$ cat config.mk
export PLATFORM = sky130hd
export DESIGN_NAME = ddmtd_lock_detect
export DESIGN_NICKNAME = d
export VERILOG_FILES = /design/src/rtl/ddmtd_lock_detect.sv
export SDC_FILE = /design/constraint.sdc
export NUM_CORES = 1
export LEC_CHECK = 0
export CORE_UTILIZATION = 40
export CTS_CLUSTER_SIZE = 30
export DETAILED_ROUTE_END_ITERATION = 8
export PLACE_DENSITY = 0.65
export SLEW_MARGIN = 20
export SYNTH_ARGS = -nofsm -noshare
export SYNTH_HDL_FRONTEND = slang
export SYNTH_SLANG_ARGS = --single-unit
$ cat constraint.sdc
create_clock -name clk -period 4.9 [get_ports clk]
set_clock_uncertainty 0.05 [all_clocks]
set_input_delay 1.47 -clock clk [delete_from_list [all_inputs] [get_ports clk]]
set_output_delay 1.47 -clock clk [all_outputs]
set_load 0.01 [all_outputs]
$ cat src/rtl/ddmtd_lock_detect.sv
// Lock detector for the DDMTD phase loop: windowed |err| with hysteresis and consecutive-sample counts.
// Latency: a valid sample in cycle N updates state, err_abs and event pulses in cycle N+1.
// Backpressure: none; samples are consumed every cycle they are presented, and ena=0 freezes everything.
//
// Ports:
//   clk, rst           : clock, asynchronous active-high reset
//   ena                : global enable; 0 freezes all state, pulses read 0
//   phase_valid/err    : beat-domain phase-error strobe and signed error
//   clear_stats        : synchronous clear of slip_count and timeout_flag
//   locked/lock_state  : lock indication and raw state (IDLE=0 ACQUIRE=1 LOCKED=2 HOLD=3)
//   lock_event/unlock_event : one-cycle pulses on lock gain / loss
//   err_abs            : |phase_err| of the last accepted sample
//   slip_count         : saturating lock-loss counter
//   timeout_flag       : sticky starvation indication
module ddmtd_lock_detect #(
    parameter int ERR_W       = 16,
    parameter int LOCK_THR    = 64,
    parameter int UNLOCK_THR  = 256,
    parameter int LOCK_CNT    = 16,
    parameter int UNLOCK_CNT  = 4,
    parameter int TIMEOUT_CYC = 65536
) (
    input  logic             clk,
    input  logic             rst,
    input  logic             ena,
    input  logic             phase_valid,
    input  logic [ERR_W-1:0] phase_err,
    input  logic             clear_stats,
    output logic             locked,
    output logic [1:0]       lock_state,
    output logic             lock_event,
    output logic             unlock_event,
    output logic [ERR_W-1:0] err_abs,
    output logic [7:0]       slip_count,
    output logic             timeout_flag
);

    localparam int ABS_W = ERR_W + 1;
    localparam int IN_W  = $clog2(LOCK_CNT + 1);
    localparam int OUT_W = $clog2(UNLOCK_CNT + 1);
    localparam int ST_W  = $clog2(TIMEOUT_CYC + 1);

    localparam logic [ABS_W-1:0] LOCK_T   = ABS_W'(LOCK_THR);
    localparam logic [ABS_W-1:0] UNLOCK_T = ABS_W'(UNLOCK_THR);
    // Counter values at which the *current* sample completes the run.
    localparam logic [IN_W-1:0]  IN_LAST  = IN_W'(LOCK_CNT - 1);
    localparam logic [OUT_W-1:0] OUT_LAST = OUT_W'(UNLOCK_CNT - 1);
    localparam logic [ST_W-1:0]  ST_LAST  = ST_W'(TIMEOUT_CYC - 1);

    typedef enum logic [1:0] {
        S_IDLE   = 2'd0,
        S_ACQ    = 2'd1,
        S_LOCKED = 2'd2,
        S_HOLD   = 2'd3
    } state_t;

    state_t           state_q;
    logic [IN_W-1:0]  in_cnt_q;
    logic [OUT_W-1:0] out_cnt_q;
    logic [ST_W-1:0]  starve_q;
    logic [ERR_W-1:0] err_abs_q;
    logic [7:0]       slip_count_q;
    logic             timeout_flag_q;
    logic             lock_event_q;
    logic             unlock_event_q;

    // Magnitude is taken one bit wider so the most negative input is exact.
    logic [ABS_W-1:0] err_ext;
    logic [ABS_W-1:0] err_mag;
    logic             in_win;
    logic             out_win;
    logic [7:0]       slip_inc;

    always_comb begin
        err_ext  = {phase_err[ERR_W-1], phase_err};
        err_mag  = phase_err[ERR_W-1] ? ((~err_ext) + ABS_W'(1)) : err_ext;
        in_win   = (err_mag <= LOCK_T);
        out_win  = (err_mag > UNLOCK_T);
        slip_inc = (slip_count_q == 8'hFF) ? 8'hFF : (slip_count_q + 8'd1);
    end

    always_ff @(posedge clk or posedge rst) begin
        if (rst) begin
            state_q        <= S_IDLE;
            in_cnt_q       <= '0;
            out_cnt_q      <= '0;
            starve_q       <= '0;
            err_abs_q      <= '0;
            slip_count_q   <= '0;
            timeout_flag_q <= 1'b0;
            lock_event_q   <= 1'b0;
            unlock_event_q <= 1'b0;
        end else begin
            lock_event_q   <= 1'b0;
            unlock_event_q <= 1'b0;
            if (ena) begin
                if (phase_valid) begin
                    err_abs_q <= err_mag[ERR_W-1:0];
                    starve_q  <= '0;
                    case (state_q)
                        S_IDLE: begin
                            state_q  <= S_ACQ;
                            in_cnt_q <= in_win ? IN_W'(1) : '0;
                        end
                        S_ACQ: begin
                            if (!in_win) begin
                                in_cnt_q <= '0;
                            end else if (in_cnt_q >= IN_LAST) begin
                                state_q      <= S_LOCKED;
                                lock_event_q <= 1'b1;
                                in_cnt_q     <= '0;
                            end else begin
                                in_cnt_q <= in_cnt_q + IN_W'(1);
                            end
                        end
                        S_LOCKED: begin
                            if (out_win) begin
                                if (UNLOCK_CNT == 1) begin
                                    state_q        <= S_ACQ;
                                    in_cnt_q       <= '0;
                                    out_cnt_q      <= '0;
                                    unlock_event_q <= 1'b1;
                                    slip_count_q   <= slip_inc;
                                end else begin
                                    state_q   <= S_HOLD;
                                    out_cnt_q <= OUT_W'(1);
                                end
                            end
                        end
                        default: begin // S_HOLD
                            if (!out_win) begin
                                // Hysteresis band and in-window samples both restore lock.
                                state_q   <= S_LOCKED;
                                out_cnt_q <= '0;
                            end else if (out_cnt_q >= OUT_LAST) begin
                                state_q        <= S_ACQ;
                                in_cnt_q       <= '0;
                                out_cnt_q      <= '0;
                                unlock_event_q <= 1'b1;
                                slip_count_q   <= slip_inc;
                            end else begin
                                out_cnt_q <= out_cnt_q + OUT_W'(1);
                            end
                        end
                    endcase
                end else if (state_q != S_IDLE) begin
                    // A sample arriving on the expiry cycle takes the branch above instead.
                    if (starve_q >= ST_LAST) begin
                        state_q        <= S_IDLE;
                        in_cnt_q       <= '0;
                        out_cnt_q      <= '0;
                        starve_q       <= '0;
                        timeout_flag_q <= 1'b1;
                        if (state_q == S_LOCKED || state_q == S_HOLD) begin
                            unlock_event_q <= 1'b1;
                            slip_count_q   <= slip_inc;
                        end
                    end else begin
                        starve_q <= starve_q + ST_W'(1);
                    end
                end
                // Last assignment wins over a same-cycle slip increment or timeout set.
                if (clear_stats) begin
                    slip_count_q   <= '0;
                    timeout_flag_q <= 1'b0;
                end
            end
        end
    end

    assign locked       = state_q[1];
    assign lock_state   = state_q;
    assign lock_event   = lock_event_q;
    assign unlock_event = unlock_event_q;
    assign err_abs      = err_abs_q;
    assign slip_count   = slip_count_q;
    assign timeout_flag = timeout_flag_q;

endmodule

Word-level counts from Yosys, hierarchy flattened
Index checks and enable logic that the tools add are counted.
{ "totals": {"register_bits": 54, "out_inout_bits": 30, "elab_cells": 110, "inputBits": 21} }
{ "op_classes": {"bitwise": 1, "n_lt_le_gt_ge": 5, "reduce_logical": 19, "mux": 55, "add_sub_neg": 5, "n_eq_ne": 16} }
{ "op_table": {"columns": ["cell", "count"], "rows": [
  ["$mux W8", 9],
  ["$mux W17", 4],
  ["$mux W5", 7],
  ["$add A17 B1 Y17 const B", 2],
  ["$mux W1", 18],
  ["$mux W3", 6],
  ["$ge A17 B16 Y1 const B", 1],
  ["$gt A17 B9 Y1 const B", 1],
  ["$le A17 B7 Y1 const B", 1],
  ["$not A17 Y17", 1],
  ["$mux W2", 8],
  ["$pmux W5 S3", 1],
  ["$reduce_and A7 Y1", 2],
  ["$reduce_bool A2 Y1", 5],
  ["$ne A3 B3 Y1 const B", 3],
  ["$reduce_bool A3 Y1", 3],
  ["$add A8 B1 Y8 const B", 1],
  ["$eq A8 B8 Y1 const B", 1],
  ["$ne A4 B1 Y1 const B", 2],
  ["$ne A3 B1 Y1 const B", 2],
  ["$ne A6 B2 Y1 const B", 1],
  ["$pmux W2 S3", 1],
  ["$pmux W3 S2", 1],
  ["$reduce_and A6 Y1", 1],
  ["other kinds (16)", 19]
]} }

Depth between registers and ports, before layout
{ "logic_depth": {"word_depth": 8, "depth_mapped": 12, "ltp_nobuf": 10} }

Least setup slack after synthesis
OpenSTA, ideal clock, no wires.
{ "synth_timing": {"path_type": "input port to flip-flop", "start": "input port phase_err[0]", "end": "register state_q[1] (netlist: lock_state[1])", "path_buffers": 0, "required_ns": 4.725, "path_slack_ns": 0.972, "setup_ns": 0.125, "t_arrival_ns": 3.753, "cell_stages": 10, "path_cell_list": "inv_1 ha_1 or3b_1 a221oi_1 o311a_1 o211ai_2 or4b_1 o2bb2ai_2 o21ai_2 mux2_4"} }
{ "synth_between": {"elab_chain_cells": 7, "elab_cells_between_ends": 12} }
{ "synth_lines": {"columns": ["element", "line_no", "rtl"], "rows": [
  ["start: declaration", "27", "input logic [ERR_W-1:0] phase_err,"],
  ["$not A17 Y17", "76", "err_mag = phase_err[ERR_W-1] ? ((~err_ext) + ABS_W'(1)) : err_ext;"],
  ["$add A17 B1 Y17", "76", null],
  ["$mux W17 (*)", "76", null],
  ["$gt A17 B9 Y1", "78", "out_win = (err_mag > UNLOCK_T);"],
  ["$mux W2", "131", "if (!out_win) begin"],
  ["$pmux W2 S3", "100", "case (state_q)"],
  ["$mux W2", "97", "if (phase_valid) begin"],
  ["end signal: assignment", "102", "state_q <= S_ACQ;"],
  ["end signal: assignment", "133", "state_q <= S_LOCKED;"],
  ["end signal: assignment", "136", "state_q <= S_ACQ;"],
  ["end: declaration", "57", "state_t state_q;"]
]} }
Every way passes the cells marked *; elsewhere a longest branch is shown, timed or not.
A chain may end at the register's enable or synchronous reset.

Worst setup path in the final report
Same ends and word-level chain as after synthesis.

==> results.toml <==
[floorplan]
die_h_um = 96.02
fp.dieW_um = 96.02
initial_utilization_pct = 42.19
core_area_sq_mm = 0.008382
pin_count = 51
die_area_sq_mm = 0.009220
row_count = 33

[timing]
finalHoldViolations = 0
drv_slew = 0
rsz0062_at_grt = "false"
finalSetupTns_ns = 0
setup_ws_ns = 0.4452
setup_viol = 0
tightest_slew_ns = 0.8892
max_slew_margin_pct = 40.58
post-route-period-util_pct = 90.92
fin_hold_ws_ns = 0.4264
period_minus_slack_ns = 4.455
max_freq_mhz = 224.5

[setup_path]
cp-start-kind = "input port"
cp_num_cells = 11
critPathMaxStageDelay_ns = 0.51
crit_path_end = "lock_state[1]$_DFFE_PP0P_"
arrival_ns = 4.60
endpoint_kind = "flop"
crit_buf_inv = 2
r2r_start = "starve_q[3]$_DFFE_PP0P_"
crit_slowest_cell = "clkdlybuf4s50_1"
critPathLaunch = "phase_err[0]"
cp.required_ns = 5.04
crit_family = "compound AO/OA/AOI/OAI gates"
cp_max_fo = 6
reg2reg_slack_ns = 1.88
crit_path_cell_trace = "clkdlybuf4s50_1 -> inv_1 -> ha_1 -> or3b_1 -> a221oi_1 -> o311a_1 -> o211ai_2 -> or4b_1 -> o2bb2ai_2 -> o21ai_2 -> mux2_4"
r2r-end = "lock_state[1]$_DFFE_PP0P_"
crit_type = "input port to flop"
reg2reg_depth = 10

[cells_and_area]
drive_above_1_share_pct = 9.070
final_common_cell = "dfrtp_1"
areaGrowthSynthToFinish_pct = 20.03
layout.nets = 473
antenna_cells = 0
fin_cells = 546
layout_common_cells = "dfrtp_1 (54), clkdlybuf4s50_1 (50), nand2_1 (49), nor2_1 (34), o21ai_0 (23)"

[run_status]
outcome = "complete, no violations"

[power_and_ir_drop]
p_leak_nw = 1.797
vdd_drop_max_uv = 123.1
p_per_area_mw_per_mm2 = 301.7

[grt]
grt_pass1_vias = 2733
grt_usage_pct = 18.52
antenna_found_initial = 0
grt-ovfl-total = 0
grt_max_degree = 34
grt_first_pass_wirelength_mm = 13.20

[detailed_routing]
ant_nets = 0
routed_via_density = 5.469
dr_total_vias = 2986
dr.first_iter.drc_count = 113
wirelength_mm = 7.881
drtPass1Iterations = 4
drc = 0
wl_per_cell_um = 14.43

[synth]
seq_area_frac_synth_pct = 38.22
synth_mux_area_share_pct = 0.9908
syn_nets = 425
netlist-cell-type-count = 70
synth_compound_area_share_pct = 20.67
synth_top_family_by_area = "simple AND/OR/NAND/NOR gates"
postSynth.asyncResetShare_pct = 100.0
avgSynthCellArea_sq_um = 9.020
synth-xor-area-share_pct = 5.909
yosys.area_share.adder_pct = 4.246
ys_seq_elements = 54
synth_ff_type = "dfrtp_1"
synth-edff-count = 0
yosysWarnings = 0
syn_inst = 392
yosys.area_share.simple_pct = 24.35
synth_area_sq_mm = 0.003536

[min_path]
hp-start = "err_abs[15]$_DFFE_PP0P_"
whs_path_depth = 2
min_path_type = "flop to flop"

[cts]
cts_root_buffer = "clkbuf_8"
ctsResizeCount = 0
cts_buffers = 5
clock_latency_ns = 0.31
cts.path.max_buffers = 2
cts_tree = "built"
clock_sinks = 54
h-tree-depth = 2
postCtsSetupRepairBufs = 0
holdBufCountCts = 0
path_clk_slew_ns = 0.10

[place]
gp_congestion = 0.8624
hpwl_mm = 5.956
io_buffers = 50
dp_cells = 538
place_ws_ns = 0.1598

[run]
maxCapViolCount = 0
-- area by class of cell --
| class | count | area, sq um |
|---|---|---|
| fillers | 781 | 4138 |
| repair buffers | 62 | 590.6 |
| clock buffers | 6 | 72.57 |
| multi-input cells | 297 | 1986 |
| well taps | 105 | 131.4 |
| clock inverters | 2 | 37.54 |
| inverters | 20 | 75.07 |
| flip-flops and latches | 54 | 1351 |
-- worst min-delay path: stages (launching register included) --
cell and delay, ns:
dfrtp_1 0.35, nand2_1 0.05, nand2_1 0.05
-- flip-flops by register name, indices dropped and copies added, names as in the netlist --
signal,cells
err_abs,16
in_cnt_q,5
lock_event,1
lock_state,2
out_cnt_q,3
slip_count,8
starve_q,17
timeout_flag,1
unlock_event,1
-- where the power goes --
part	internal [mW]	switching (mW)	total (mW)
Combinational	0.195	0.226	0.422
Sequential	0.498	0.0554	0.553
Clock	0.153	0.152	0.305
-- logic make-up after synthesis --
kind of cell	Yosys count
simple gates	166
compound gates	93
flops	54
buf+inv	41
xor+xnor	23
fa+ha+maj	12
mux	3
-- synthesized netlist by cell type (all sizes together), types with 3 or more instances --
cell,count,share of area (%)
a211o,3,0.74
a21oi,9,1.3
a31oi,6,1.7
and3,7,1.2
buf,11,2.4
clkbuf,10,1.1
dfrtp,54,38
ha,12,4.2
inv,20,2.1
nand2,50,5.5
nand2b,4,0.71
nand3,14,2.0
nand4,7,1.2
nand4b,3,0.74
nor2,34,3.6
nor2b,7,1.2
nor3,8,1.3
nor4,12,2.5
o211ai,3,0.92
o21a,3,0.64
o21ai,27,3.9
o22a,7,1.7
o22ai,4,0.71
o31a,3,0.99
o31ai,7,1.9
o41ai,5,2.0
or3,7,1.2
or4,3,0.74
xnor2,7,1.7
xor2,16,4.2
-- worst min-delay path by stage --
stage | endpoint | slack [ns]
floorplan | starve_q[15]$_DFFE_PP0P_ | 0.41
global placement | err_abs[15]$_DFFE_PP0P_ | 0.40
detailed placement | err_abs[15]$_DFFE_PP0P_ | 0.41
CTS | err_abs[15]$_DFFE_PP0P_ | 0.43
global route | err_abs[6]$_DFFE_PP0P_ | 0.48
finish | err_abs[15]$_DFFE_PP0P_ | 0.43
-- per-stage QoR --
| step | instance area (sq um) | util, % | power [mW] |
|---|---|---|---|
| global route | 4244 | 50.63 | 1.370 |
| finish | 4244 | 50.63 | 1.281 |
| CTS | 4244 | 50.63 | 1.291 |
| detailed placement | 4134 | 49.32 | 0.9832 |
| floorplan | 3536 | - | 0.8186 |
| global placement | 4134 | 49.32 | 0.9761 |
-- layer usage --
metal | vias to the layer above | share of wire (%) | wire [um] | global-route usage [%]
met3 | 4 | 2.5 | 196 | 3.160
met2 | 43 | 47 | 3734 | 30.26
met5 | - | 0 | 0 | 0
li1 | 1520 | - | - | -
met4 | 0 | 0.80 | 63 | 4.229
met1 | 1419 | 49 | 3887 | 25.53
(Power assumes the default switching activity.)
